`config.mk`:
```
export PLATFORM = sky130hd
export DESIGN_NAME = pipe_skid_reg
export DESIGN_NICKNAME = d
export VERILOG_FILES = /design/src/rtl/pipe_pkg.sv /design/src/rtl/pipe_skid_reg.sv
export SDC_FILE = /design/constraint.sdc
export NUM_CORES = 1
export LEC_CHECK = 0
export BUFFER_PORTS_ARGS = -buffer_cell sky130_fd_sc_hd__buf_2
export CAP_MARGIN = 40
export CORE_MARGIN = 2
export CORE_UTILIZATION = 59
export DETAILED_ROUTE_END_ITERATION = 6
export GPL_TIMING_DRIVEN = 1
export PLACE_DENSITY = 0.93
export SLEW_MARGIN = 20
export SYNTH_ARGS = -nofsm -noshare
export SYNTH_HDL_FRONTEND = slang
export SYNTH_SLANG_ARGS = --single-unit
```
`constraint.sdc`:
```
create_clock -name clk -period 5.55 [get_ports clk]
set_input_delay 1.11 -clock clk [delete_from_list [all_inputs] [get_ports clk]]
set_output_delay 1.11 -clock clk [all_outputs]
set_load 0.005 [all_outputs]
```
`src/rtl/pipe_pkg.sv`:
```
// Shared definitions for pipeline-slot registers: state encoding and default widths.
package pipe_pkg;

    typedef enum logic [1:0] {
        EMPTY = 2'd0,
        ONE   = 2'd1,
        FULL  = 2'd2
    } skid_state_t;

    localparam int unsigned PIPE_DATA_W = 73;
    localparam int unsigned PIPE_CTRL_W = 4;
    localparam int unsigned PIPE_CNT_W  = 16;

endpackage

```
`src/rtl/pipe_skid_reg.sv`:
```
// Two-entry skid pipeline register with registered ready/valid, flush,
// bubble-as-NOP output masking and a saturating stall counter.
module pipe_skid_reg
    import pipe_pkg::*;
#(
    parameter int unsigned DATA_W = PIPE_DATA_W,
    parameter int unsigned CTRL_W = PIPE_CTRL_W,
    parameter int unsigned CNT_W  = PIPE_CNT_W
) (
    input  logic              clk,
    input  logic              reset,
    input  logic              in_valid,
    output logic              in_ready,
    input  logic [DATA_W-1:0] in_data,
    input  logic              flush,
    output logic              out_valid,
    input  logic              out_ready,
    output logic [DATA_W-1:0] out_data,
    output logic [CNT_W-1:0]  stall_cnt
);

    skid_state_t       state;
    skid_state_t       state_nxt;
    logic [DATA_W-1:0] main_entry;
    logic [DATA_W-1:0] skid_entry;
    logic              in_fire;
    logic              out_fire;
    logic              load_main_in;
    logic              load_main_skid;
    logic              load_skid;

    assign in_ready  = (state != FULL);
    assign out_valid = (state != EMPTY);
    assign in_fire   = in_valid & in_ready;
    assign out_fire  = out_valid & out_ready;

    // An empty slot presents its control bits as zero so downstream sees a NOP.
    always_comb begin
        out_data = main_entry;
        if (!out_valid) begin
            out_data[DATA_W-1 -: CTRL_W] = '0;
        end
    end

    always_comb begin
        state_nxt      = state;
        load_main_in   = 1'b0;
        load_main_skid = 1'b0;
        load_skid      = 1'b0;
        unique case (state)
            EMPTY: begin
                if (in_fire) begin
                    state_nxt    = ONE;
                    load_main_in = 1'b1;
                end
            end
            ONE: begin
                if (in_fire && out_fire) begin
                    load_main_in = 1'b1;
                end else if (in_fire) begin
                    state_nxt = FULL;
                    load_skid = 1'b1;
                end else if (out_fire) begin
                    state_nxt = EMPTY;
                end
            end
            FULL: begin
                if (out_fire) begin
                    state_nxt      = ONE;
                    load_main_skid = 1'b1;
                end
            end
            default: state_nxt = EMPTY;
        endcase
        // Flush overrides any transfer in the same cycle; offered data is dropped.
        if (flush) begin
            state_nxt      = EMPTY;
            load_main_in   = 1'b0;
            load_main_skid = 1'b0;
            load_skid      = 1'b0;
        end
    end

    always_ff @(posedge clk or negedge reset) begin
        if (!reset) begin
            state      <= EMPTY;
            main_entry <= '0;
            skid_entry <= '0;
            stall_cnt  <= '0;
        end else begin
            state <= state_nxt;
            if (load_main_in) begin
                main_entry <= in_data;
            end else if (load_main_skid) begin
                main_entry <= skid_entry;
            end
            if (load_skid) begin
                skid_entry <= in_data;
            end
            if (out_valid && !out_ready && (stall_cnt != '1)) begin
                stall_cnt <= stall_cnt + 1'b1;
            end
        end
    end

endmodule

```
==> flow_metrics.tcl, run 1 <==
set metrics [dict create \
    grt_usage 0.224 \
    total_leakage_power_uw 0.00420 \
    port_buffers 168 \
    netlist_instances 634 \
    synth_common_cells "164 x dfrtp_1, 81 x a21oi_1, 77 x nor2_1" \
    tritoncts "yes" \
    drtIter0Drc 361 \
    syn-num-nets 713 \
    die_h_um 120 \
    internal_power_uw 2610 \
    place_hpwl_um 10200 \
    grt-ovfl-total 0 \
    netlist_top_cells_area "dfrtp_1 52%, mux2_4 11%, mux2i_1 9.5%, buf_4 6.8%, a21oi_1 5.1%" \
    initial_core_util 0.601 \
    path_cells "nor2_1 > nor2b_1 > buf_2" \
    slew_viol_final 0 \
    core_area_um2 13100 \
    num-nets-final 803 \
    worst-setup-path-type "flip-flop to output port" \
    status "completed" \
    fin_skew_ns 0.00793 \
    synth_area_leader_cell "dfrtp_1" \
    final_cells 913 \
    syn-cell-area_um2 7900 \
    yosys_warnings 0 \
    clk_latency_ns 0.42 \
    rsz0062_at_grt "false" \
    place.gp.congestion 0.787 \
    cts_resized 0 \
    routed_wire_length_per_instance_um 16.7 \
    drc 0 \
    numClockSinks 164 \
    max_stage_delay_ns 0.47 \
    endpoint_kind "output port" \
    ys_seq_area_frac 0.520 \
    postLayoutCoreUtil 0.671 \
    cellPowerDensity_nw_per_um2 396 \
    post_drt_via_cell_ratio 5.33 \
    numCtsBuffers 17 \
    ioPinCount 169 \
    clock_path_buffers 2 \
    ys_types 42 \
    first_global_vias 4926 \
    place_inst 881 \
    clock.fmax_ghz 0.401 \
    relSlewSlack 0.433 \
    worstMarginPinSlew_ns 0.850 \
    dr.pass1.iters 4 \
    critPathMaxFanout 6 \
    post-cts-setup-buffer-count 0 \
    hold_viol_final 0 \
    cts-root-buf "clkbuf_16" \
    syn_avg_cell_area_um2 12.5 \
    cp_data_required_time_ns 4.44 \
    sequentialPowerShare 0.471 \
    area_delta_synth_final_pct 11.6 \
    clkTransAtPathRegs_ns 0.06 \
    power_switching_share 0.252 \
    synth_edf_count 0 \
    hold_path.class "flip-flop to flip-flop" \
    yosys.area.top_type_share 0.520 \
    h-tree-depth 4 \
    yosys_most_used_dff "dfrtp_1" \
    postCtsHoldBufs 0 \
    grt_max_degree 93 \
    vdd_drop_max_uv 171 \
    arrival_ns 1.39 \
    rows 42 \
    pwr-share-clk 0.350 \
    async_flop_share 1.00 \
    whs_ns 0.486 \
    route.vias.total 4868 \
    setup_viol 0 \
    ant_nets 0 \
    yosys.cell_count.top_type "dfrtp_1" \
    critPathLaunchType "flip-flop" \
    grt_first_pass_wirelength_um 25200 \
    p_comb_frac 0.179 \
    postRouteWirelength_um 15200 \
    fin_crit_ns 2.50 \
    fin_tns_setup_ns 0 \
    fp.dieW_um 120 \
    finalCritPeriodShare 0.450 \
    antenna_found_initial 1 \
    cp_slowest_cell "dfrtp_1" \
    layout-drive-gt1-share 0.385 \
    drv_cap 0 \
    ys_ff_latch 164 \
    die-area_um2 14300 \
    switchingPower_uw 879 \
]
[critical path, delay by kind of cell, from the launching register on]
family,cells,cell delay [ns]
DFF,1,0.47
and+or+nand+nor,2,0.36
buffers and inverters,1,0.14
[final cells by class]
type | count | area [um2]
repair buffers | 175 | 912
fillers | 963 | 4330
diodes | 1 | 2.50
clock buffers | 23 | 458
multi-input cells | 362 | 2950
flip-flops and latches | 164 | 4100
inverters | 4 | 15.0
clock inverters | 8 | 150
well taps | 176 | 220
[cell usage in the layout (no fill, tap or decap), drive strengths merged, types with 2 or more instances in the layout]
| cell type | Yosys | final |
|---|---|---|
| nand4 | 4 | 4 |
| xnor2 | 2 | 2 |
| xor2 | 10 | 10 |
| nand2 | 7 | 7 |
| nor2 | 77 | 77 |
| buf | 97 | 175 |
| dfrtp | 164 | 164 |
| and3 | 3 | 3 |
| clkinv | 0 | 2 |
| bufinv | 0 | 4 |
| mux2i | 75 | 75 |
| inv | 4 | 5 |
| nor4 | 4 | 4 |
| nor2b | 4 | 4 |
| a21oi | 81 | 81 |
| nand3 | 2 | 2 |
| clkbuf | 7 | 23 |
| mux2 | 74 | 74 |
| nor3b | 3 | 3 |
[cells by family (layout without fill, tap and decap cells)]
| group | Yosys count | after routing | synth area share |
|---|---|---|---|
| muxes | 149 | 149 | 0.229 |
| and+or+nand+nor | 111 | 111 | 0.0684 |
| adders and majority gates | 1 | 1 | 0.00158 |
| DFF | 164 | 164 | 0.520 |
| other | 0 | 1 | 0 |
| buffers and inverters | 108 | 210 | 0.108 |
| AOI/OAI and AO/OA | 89 | 89 | 0.0599 |
| xor gates and xnor gates | 12 | 12 | 0.0133 |
[final timing paths]
| path | endpoint | start | slack (ns) | cells past startpoint |
|---|---|---|---|---|
| max | out_data[71] | state[1] | 3.05 | 3 |
| min | stall_cnt[6] | stall_cnt[6] | 0.49 | 1 |
| max reg2reg | main_entry[36] | state[0] | 3.46 | 5 |
| min reg2reg | stall_cnt[6] | stall_cnt[6] | 0.49 | 1 |
| max in group asynchronous | main_entry[63] | reset | 3.94 | 2 |
| min in group asynchronous | skid_entry[29] | reset | 0.68 | 1 |
[power groups by stage]
stage | combinational [uW] | clock [uW] | sequential, uW
5_1_grt | 687 | 1290 | 1680
6_report | 624 | 1220 | 1640
4_1_cts | 633 | 1240 | 1640
3_3_place_gp | 594 | 0 | 1640
3_5_place_dp | 633 | 0 | 1650
2_1_floorplan | 525 | 0 | 1600
[metrics by stage]
step	setup slack (ns)	total power (uW)	cell area, um2
after global placement	2.85	2230	8200
after detailed placement	2.80	2290	8200
final	3.05	3490	8810
after global routing	2.95	3660	8810
after CTS	3.02	3510	8810
after floorplan	3.39	2130	7900
[routing by layer]
metal / part of all wire / vias to the layer above / GRT usage
li1: - / 2290 / -
met1: 0.44 / 2416 / 0.298
met2: 0.49 / 146 / 0.360
met3: 0.059 / 16 / 0.0665
met4: 0.012 / 0 / 0.0669
met5: 0 / - / 0
[sequential cells by signal, indices dropped and copies added, names as in the netlist]
signal and cells:
skid_entry 73, state 2, stall_cnt 16, main_entry 73
(Power assumes the default switching activity.)
==> run 2: changes to the inputs <==
--- a/config.mk
+++ b/config.mk
@@ -8,10 +8,10 @@
 export BUFFER_PORTS_ARGS = -buffer_cell sky130_fd_sc_hd__buf_2
 export CAP_MARGIN = 40
 export CORE_MARGIN = 2
-export CORE_UTILIZATION = 59
+export CORE_UTILIZATION = 55
 export DETAILED_ROUTE_END_ITERATION = 6
 export GPL_TIMING_DRIVEN = 1
-export PLACE_DENSITY = 0.93
+export PLACE_DENSITY = 0.88
 export SLEW_MARGIN = 20
 export SYNTH_ARGS = -nofsm -noshare
 export SYNTH_HDL_FRONTEND = slang
==> constraint.sdc (replaced) <==
create_clock -name clk -period 2.4 [get_ports clk]
set_input_delay 0.48 -clock clk [delete_from_list [all_inputs] [get_ports clk]]
set_output_delay 0.48 -clock clk [all_outputs]
set_load 0.005 [all_outputs]
==> run 2 against run 1 <==
Final cell count is 1.5% higher. Die area is 7.0% higher. Power is 120% higher. Clock power rose by 110%. Sequential share of layout area is 0.66 points lower. Worst hold slack lost 0.20 ns. Global-route usage down 2.0 points. First-iteration DRC count down 17%. Via count is 1.0% higher. Utilization is 2.9 points lower. Non-clock buffer count is 10 higher. Largest cell class unchanged.
==> flow_metrics.tcl, run 2 (synthesis gave the netlist of run 1 again) <==
set metrics [dict create \
    status "completed" \
    totalPowerFinal_uw 7770 \
    first_global_vias 4827 \
    drc 0 \
    clk_latency_ns 0.42 \
    grt-ovfl-total 0 \
    place_hpwl_um 10300 \
    numClockSinks 164 \
    ioPinCount 169 \
    fin_skew_ns 0.00995 \
    h-tree-depth 4 \
    hold_path.class "primary input to flip-flop" \
    die_h_um 124 \
    fillers 1034 \
    diodes 0 \
    fin_tns_setup_ns 0 \
    antenna_found_initial 0 \
    finalCritPeriodShare 0.826 \
    fin_crit_ns 1.98 \
    clock.fmax_ghz 0.504 \
    worstMarginPinSlew_ns 0.563 \
    final_common_cell "buf_2" \
    area_delta_synth_final_pct 13.2 \
    cts-root-buf "clkbuf_16" \
    route.vias.total 4917 \
    critPathLaunchType "flip-flop" \
    place.gp.congestion 0.857 \
    setup_viol 0 \
    pre_cts_ws_ns 0.350 \
    hold_viol_final 0 \
    ant_nets 0 \
    die-area_um2 15300 \
    num-nets-final 813 \
    critPathMaxFanout 29 \
    clkTransAtPathRegs_ns 0.07 \
    rows 43 \
    setup_ws_ns 0.417 \
    relSlewSlack 0.624 \
    port_buffers 168 \
    final_cells 927 \
    dr.pass1.iters 4 \
    cellPowerDensity_nw_per_um2 869 \
    post-cts-setup-buffer-count 0 \
    rsz0062_at_grt "false" \
    fp.dieW_um 124 \
    total_leakage_power_uw 0.00427 \
    grt_first_pass_wirelength_um 24300 \
    drtIter0Drc 301 \
    largestRegisters "main_entry (73), skid_entry (73), stall_cnt (16)" \
    arrival_ns 2.27 \
    endpoint_kind "flip-flop" \
    layout-drive-gt1-share 0.396 \
    slew_viol_final 0 \
    grt_usage 0.205 \
    post_drt_via_cell_ratio 5.30 \
    cp_data_required_time_ns 2.68 \
    worst-setup-path-type "flip-flop to flip-flop" \
    core_area_um2 13900 \
    vdd_drop_max_uv 552 \
    routed_wire_length_per_instance_um 16.3 \
    initial_core_util 0.567 \
    clock_path_buffers 2 \
    tritoncts "yes" \
    mostFrequentLayoutCells "167 x buf_2, 164 x dfrtp_1, 81 x a21oi_1, 77 x nor2_1, 75 x mux2i_1" \
    postRouteWirelength_um 15200 \
    numCtsBuffers 17 \
    place_inst 894 \
    grt_max_degree 81 \
    whs_ns 0.289 \
    drv_cap 0 \
]
[run 2: path summary, 6_finish.rpt]
check / from / endpoint / slack [ns] / depth (start not counted)
max: state[0] / main_entry[43] / 0.42 / 5
min: flush / state[0] / 0.29 / 2
max reg2reg: state[0] / main_entry[43] / 0.42 / 5
min reg2reg: stall_cnt[13] / stall_cnt[13] / 0.49 / 1
max in group asynchronous: reset / main_entry[25] / 1.20 / 3
min in group asynchronous: reset / main_entry[41] / 0.55 / 2
[run 2: critical path: stages (launching register included)]
cell      delay [ns]
dfrtp_1         0.45
nand2b_4        0.19
nor3b_4         0.52
buf_12          0.31
mux2i_1         0.26
a21oi_1         0.10
[run 2: layout make-up]
type,count,area (um2),share of cell area
flip-flops and latches,164,4100,0.459
multi-input cells,362,2950,0.330
repair buffers,185,1090,0.122
clock buffers,21,460,0.0515
well taps,180,225,0.0252
clock inverters,11,93.8,0.0105
inverters,4,15.0,0.00168
[run 2: through the flow]
step                      instance area [um2]   util
after floorplan                          7900      -
after global placement                   8370  0.601
after detailed placement                 8370  0.601
after CTS                                8940  0.641
after global routing                     8940  0.641
final                                    8940  0.641
[run 2: report_power, final]
part	internal (uW)	switching, uW	total, uW
clock network	1400	1120	2520
logic	887	562	1450
registers	3390	402	3800
[run 2: what timing repair did]
item | 4_1_cts | 5_1_grt
hold endpoints to repair | 38 | 0
hold buffers | 1 | 0
resized for setup | 0 | 0
[run 2: per-layer routing]
layer / track usage / up-vias / routed length (um)
met4: 0.0469 / 0 / 123
met3: 0.0673 / 12 / 1120
met2: 0.327 / 159 / 7150
met1: 0.273 / 2435 / 6760
met5: 0 / - / 0
li1: - / 2311 / -
==> run 3: changes to the inputs <==
--- a/config.mk
+++ b/config.mk
@@ -5,6 +5,7 @@
 export SDC_FILE = /design/constraint.sdc
 export NUM_CORES = 1
 export LEC_CHECK = 0
+export ABC_AREA = 1
 export BUFFER_PORTS_ARGS = -buffer_cell sky130_fd_sc_hd__buf_2
 export CAP_MARGIN = 40
 export CORE_MARGIN = 2
==> constraint.sdc (replaced) <==
create_clock -name clk -period 1.85 [get_ports clk]
set_input_delay 0.37 -clock clk [delete_from_list [all_inputs] [get_ports clk]]
set_output_delay 0.37 -clock clk [all_outputs]
set_load 0.005 [all_outputs]
==> run 3 against run 2 <==
Power rose by 49%. Via count up 36%. Utilization increased by 0.46 points. Final cell count is 41% higher. First-iteration DRC count increased by 74%. Sequential share of layout area is 2.5 points lower. Combinational power rose by 100%. Clock power increased by 28%. Synthesized cell count up 62%. Global-route usage rose by 3.3 points. Routed wire length rose by 22%. Clock skew is 0.00096 ns lower.
==> flow_metrics.tcl, run 3 <==
set metrics [dict create \
    ys_seq_area_frac 0.492 \
    rsz0062_at_grt "false" \
    initial_core_util 0.569 \
    postRouteWirelength_um 18400 \
    fin_tns_setup_ns 0 \
    clkTransAtPathRegs_ns 0.06 \
    final_common_cell "nand2_1" \
    synth_edf_count 0 \
    hold_path.class "primary input to flip-flop" \
    first_global_vias 6240 \
    numClockSinks 164 \
    critPathMaxFanout 27 \
    die_h_um 127 \
    route.vias.total 6704 \
    routed_wire_length_per_instance_um 14.1 \
    mostFrequentLayoutCells "217 x nand2_1, 167 x buf_2, 165 x inv_1, 163 x dfrtp_1, 100 x o21ai_0" \
    yosys.area.top_type_share 0.492 \
    grt_usage 0.237 \
    path_cells "buf_6 > nand2_1 > buf_2" \
    post-cts-setup-buffer-count 0 \
    grt_max_degree 67 \
    drc 0 \
    ys_ff_latch 164 \
    place_hpwl_um 12300 \
    hold_path_end "main_entry[57]" \
    drv_cap 0 \
    rr_endpoint "stall_cnt[5]" \
    timing.rr.start "stall_cnt[1]" \
    netlist_top_cells_area "dfrtp_1 49%, nand2_1 9.8%, inv_1 7.4%, buf_4 6.8%, o21ai_0 6.0%" \
    fp.dieW_um 127 \
    port_buffers 168 \
    numCtsBuffers 17 \
    layout-drive-gt1-share 0.224 \
    antenna_found_initial 3 \
    slew_viol_final 0 \
    finalCritPeriodShare 0.959 \
    critPathLaunchType "flip-flop" \
    dr.pass1.iters 7 \
    grt_first_pass_wirelength_um 30900 \
    grt-ovfl-total 0 \
    post_dp_cell_area_um2 8890 \
    yosys_most_used_dff "dfrtp_1" \
    clk_latency_ns 0.41 \
    async_flop_share 1.00 \
    max_stage_delay_ns 0.47 \
    worstMarginPinSlew_ns 0.450 \
    worst-setup-path-type "flip-flop to output port" \
    relSlewSlack 0.700 \
    largestRegisters "main_entry (73), skid_entry (73), stall_cnt (16)" \
    ioPinCount 169 \
    synth_area_leader_cell "dfrtp_1" \
    num-nets-final 1185 \
    hold_depth 3 \
    hold_start "in_data[57]" \
    cp_slowest_cell "dfrtp_2" \
    cts-root-buf "clkbuf_16" \
    r2r_cells 10 \
    cp_data_required_time_ns 1.48 \
    place_inst 1270 \
    setup_viol 0 \
    syn_avg_cell_area_um2 8.14 \
    setup_ws_ns 0.0763 \
    core_area_um2 14600 \
    clock_path_buffers 2 \
    synth_common_cells "217 x nand2_1, 165 x inv_1, 164 x dfrtp_1" \
    fillers 1233 \
    final_area_um2 9460 \
    rows 44 \
    syn-cell-area_um2 8340 \
    final_cells 1305 \
    pre_cts_ws_ns 0.244 \
    status "completed" \
    drtIter0Drc 525 \
    clock.fmax_ghz 0.564 \
    netlist_instances 1024 \
    hold_viol_final 0 \
    die-area_um2 16200 \
    h-tree-depth 4 \
    yosys.cell_count.top_type "nand2_1" \
    area_delta_synth_final_pct 13.4 \
    yosys_warnings 0 \
    syn-num-nets 1103 \
    fin_skew_ns 0.00899 \
    ant_nets 0 \
    ys_types 25 \
    tritoncts "yes" \
    totalPowerFinal_uw 11600 \
    fin_crit_ns 1.77 \
    vdd_drop_max_uv 674 \
    regToRegSetupSlack_ns 0.13 \
    endpoint_kind "output port" \
    post_drt_via_cell_ratio 5.14 \
    arrival_ns 1.40 \
    place.gp.congestion 0.801 \
    cellPowerDensity_nw_per_um2 1220 \
    total_leakage_power_uw 0.00508 \
]
[run 3: cell count changes after synthesis, sizes merged, moves of 32 or more]
cell and delta:
a21oi -60, inv +163, mux2 -74, mux2i -75
nand2 +211, nand3 +58, nand4 +54, nor2 -32
o21ai +129
[run 3: worst max path at each step]
| stage | start | endpoint | slack, ns | cells after the start |
|---|---|---|---|---|
| after floorplan | stall_cnt[0] | stall_cnt[3] | 0.22 | 11 |
| after global placement | out_ready | main_entry[4] | 0.31 | 8 |
| after detailed placement | stall_cnt[1] | stall_cnt[5] | 0.24 | 10 |
| after CTS | state[1] | in_ready | 0.04 | 3 |
| after global routing | state[1] | in_ready | 0.005 | 3 |
| final | state[1] | in_ready | 0.08 | 3 |
[run 3: cell families (layout without fill, tap and decap cells)]
kind of cell / Yosys count / after routing / synth area share
buffers and inverters: 297 / 392 / 0.175
xor gates and xnor gates: 7 / 7 / 0.00735
AOI/OAI and AO/OA: 173 / 173 / 0.122
and+or+nand+nor: 382 / 382 / 0.201
other: 0 / 2 / 0
adders and majority gates: 1 / 1 / 0.00150
DFF: 164 / 164 / 0.492
[run 3: layout make-up]
class	count	area, um2	area share
clock inverters	10	83.8	0.00886
clock buffers	22	454	0.0480
flip-flops and latches	164	4110	0.434
repair buffers	193	1140	0.121
well taps	184	230	0.0243
inverters	167	627	0.0663
diodes	2	5.00	0.000529
multi-input cells	563	2810	0.297
[run 3: where the power goes]
group	leakage, uW	internal (uW)	switching (uW)
logic	0.00290	1240	1660
registers	0.00192	4810	652
clock network	0.000263	1870	1350
[run 3: critical path, delay by kind of cell, from the launching register on]
kind	cells	cell delay, ns
flops	1	0.47
simple gates	1	0.10
buf+inv	2	0.42
[run 3: what timing repair did]
action	in CTS	in global routing
hold buffers	1	0
endpoints found under the hold margin	28	0
endpoints found under the setup margin	4	10
resized for setup	2	1
[run 3: stage by stage]
stage	utilization	hold slack [ns]
3_3_place_gp	0.607	0.295
5_1_grt	0.646	0.185
4_1_cts	0.645	0.162
6_report	0.646	0.187
2_1_floorplan	-	0.0744
3_5_place_dp	0.607	0.295
[run 3: per-layer routing]
| metal | share of wire | global-route usage | vias to the layer above |
|---|---|---|---|
| met5 | 0 | 0 | - |
| met4 | 0.016 | 0.0776 | 0 |
| met3 | 0.062 | 0.0494 | 23 |
| met2 | 0.47 | 0.374 | 216 |
| met1 | 0.45 | 0.331 | 3113 |
| li1 | - | - | 3352 |
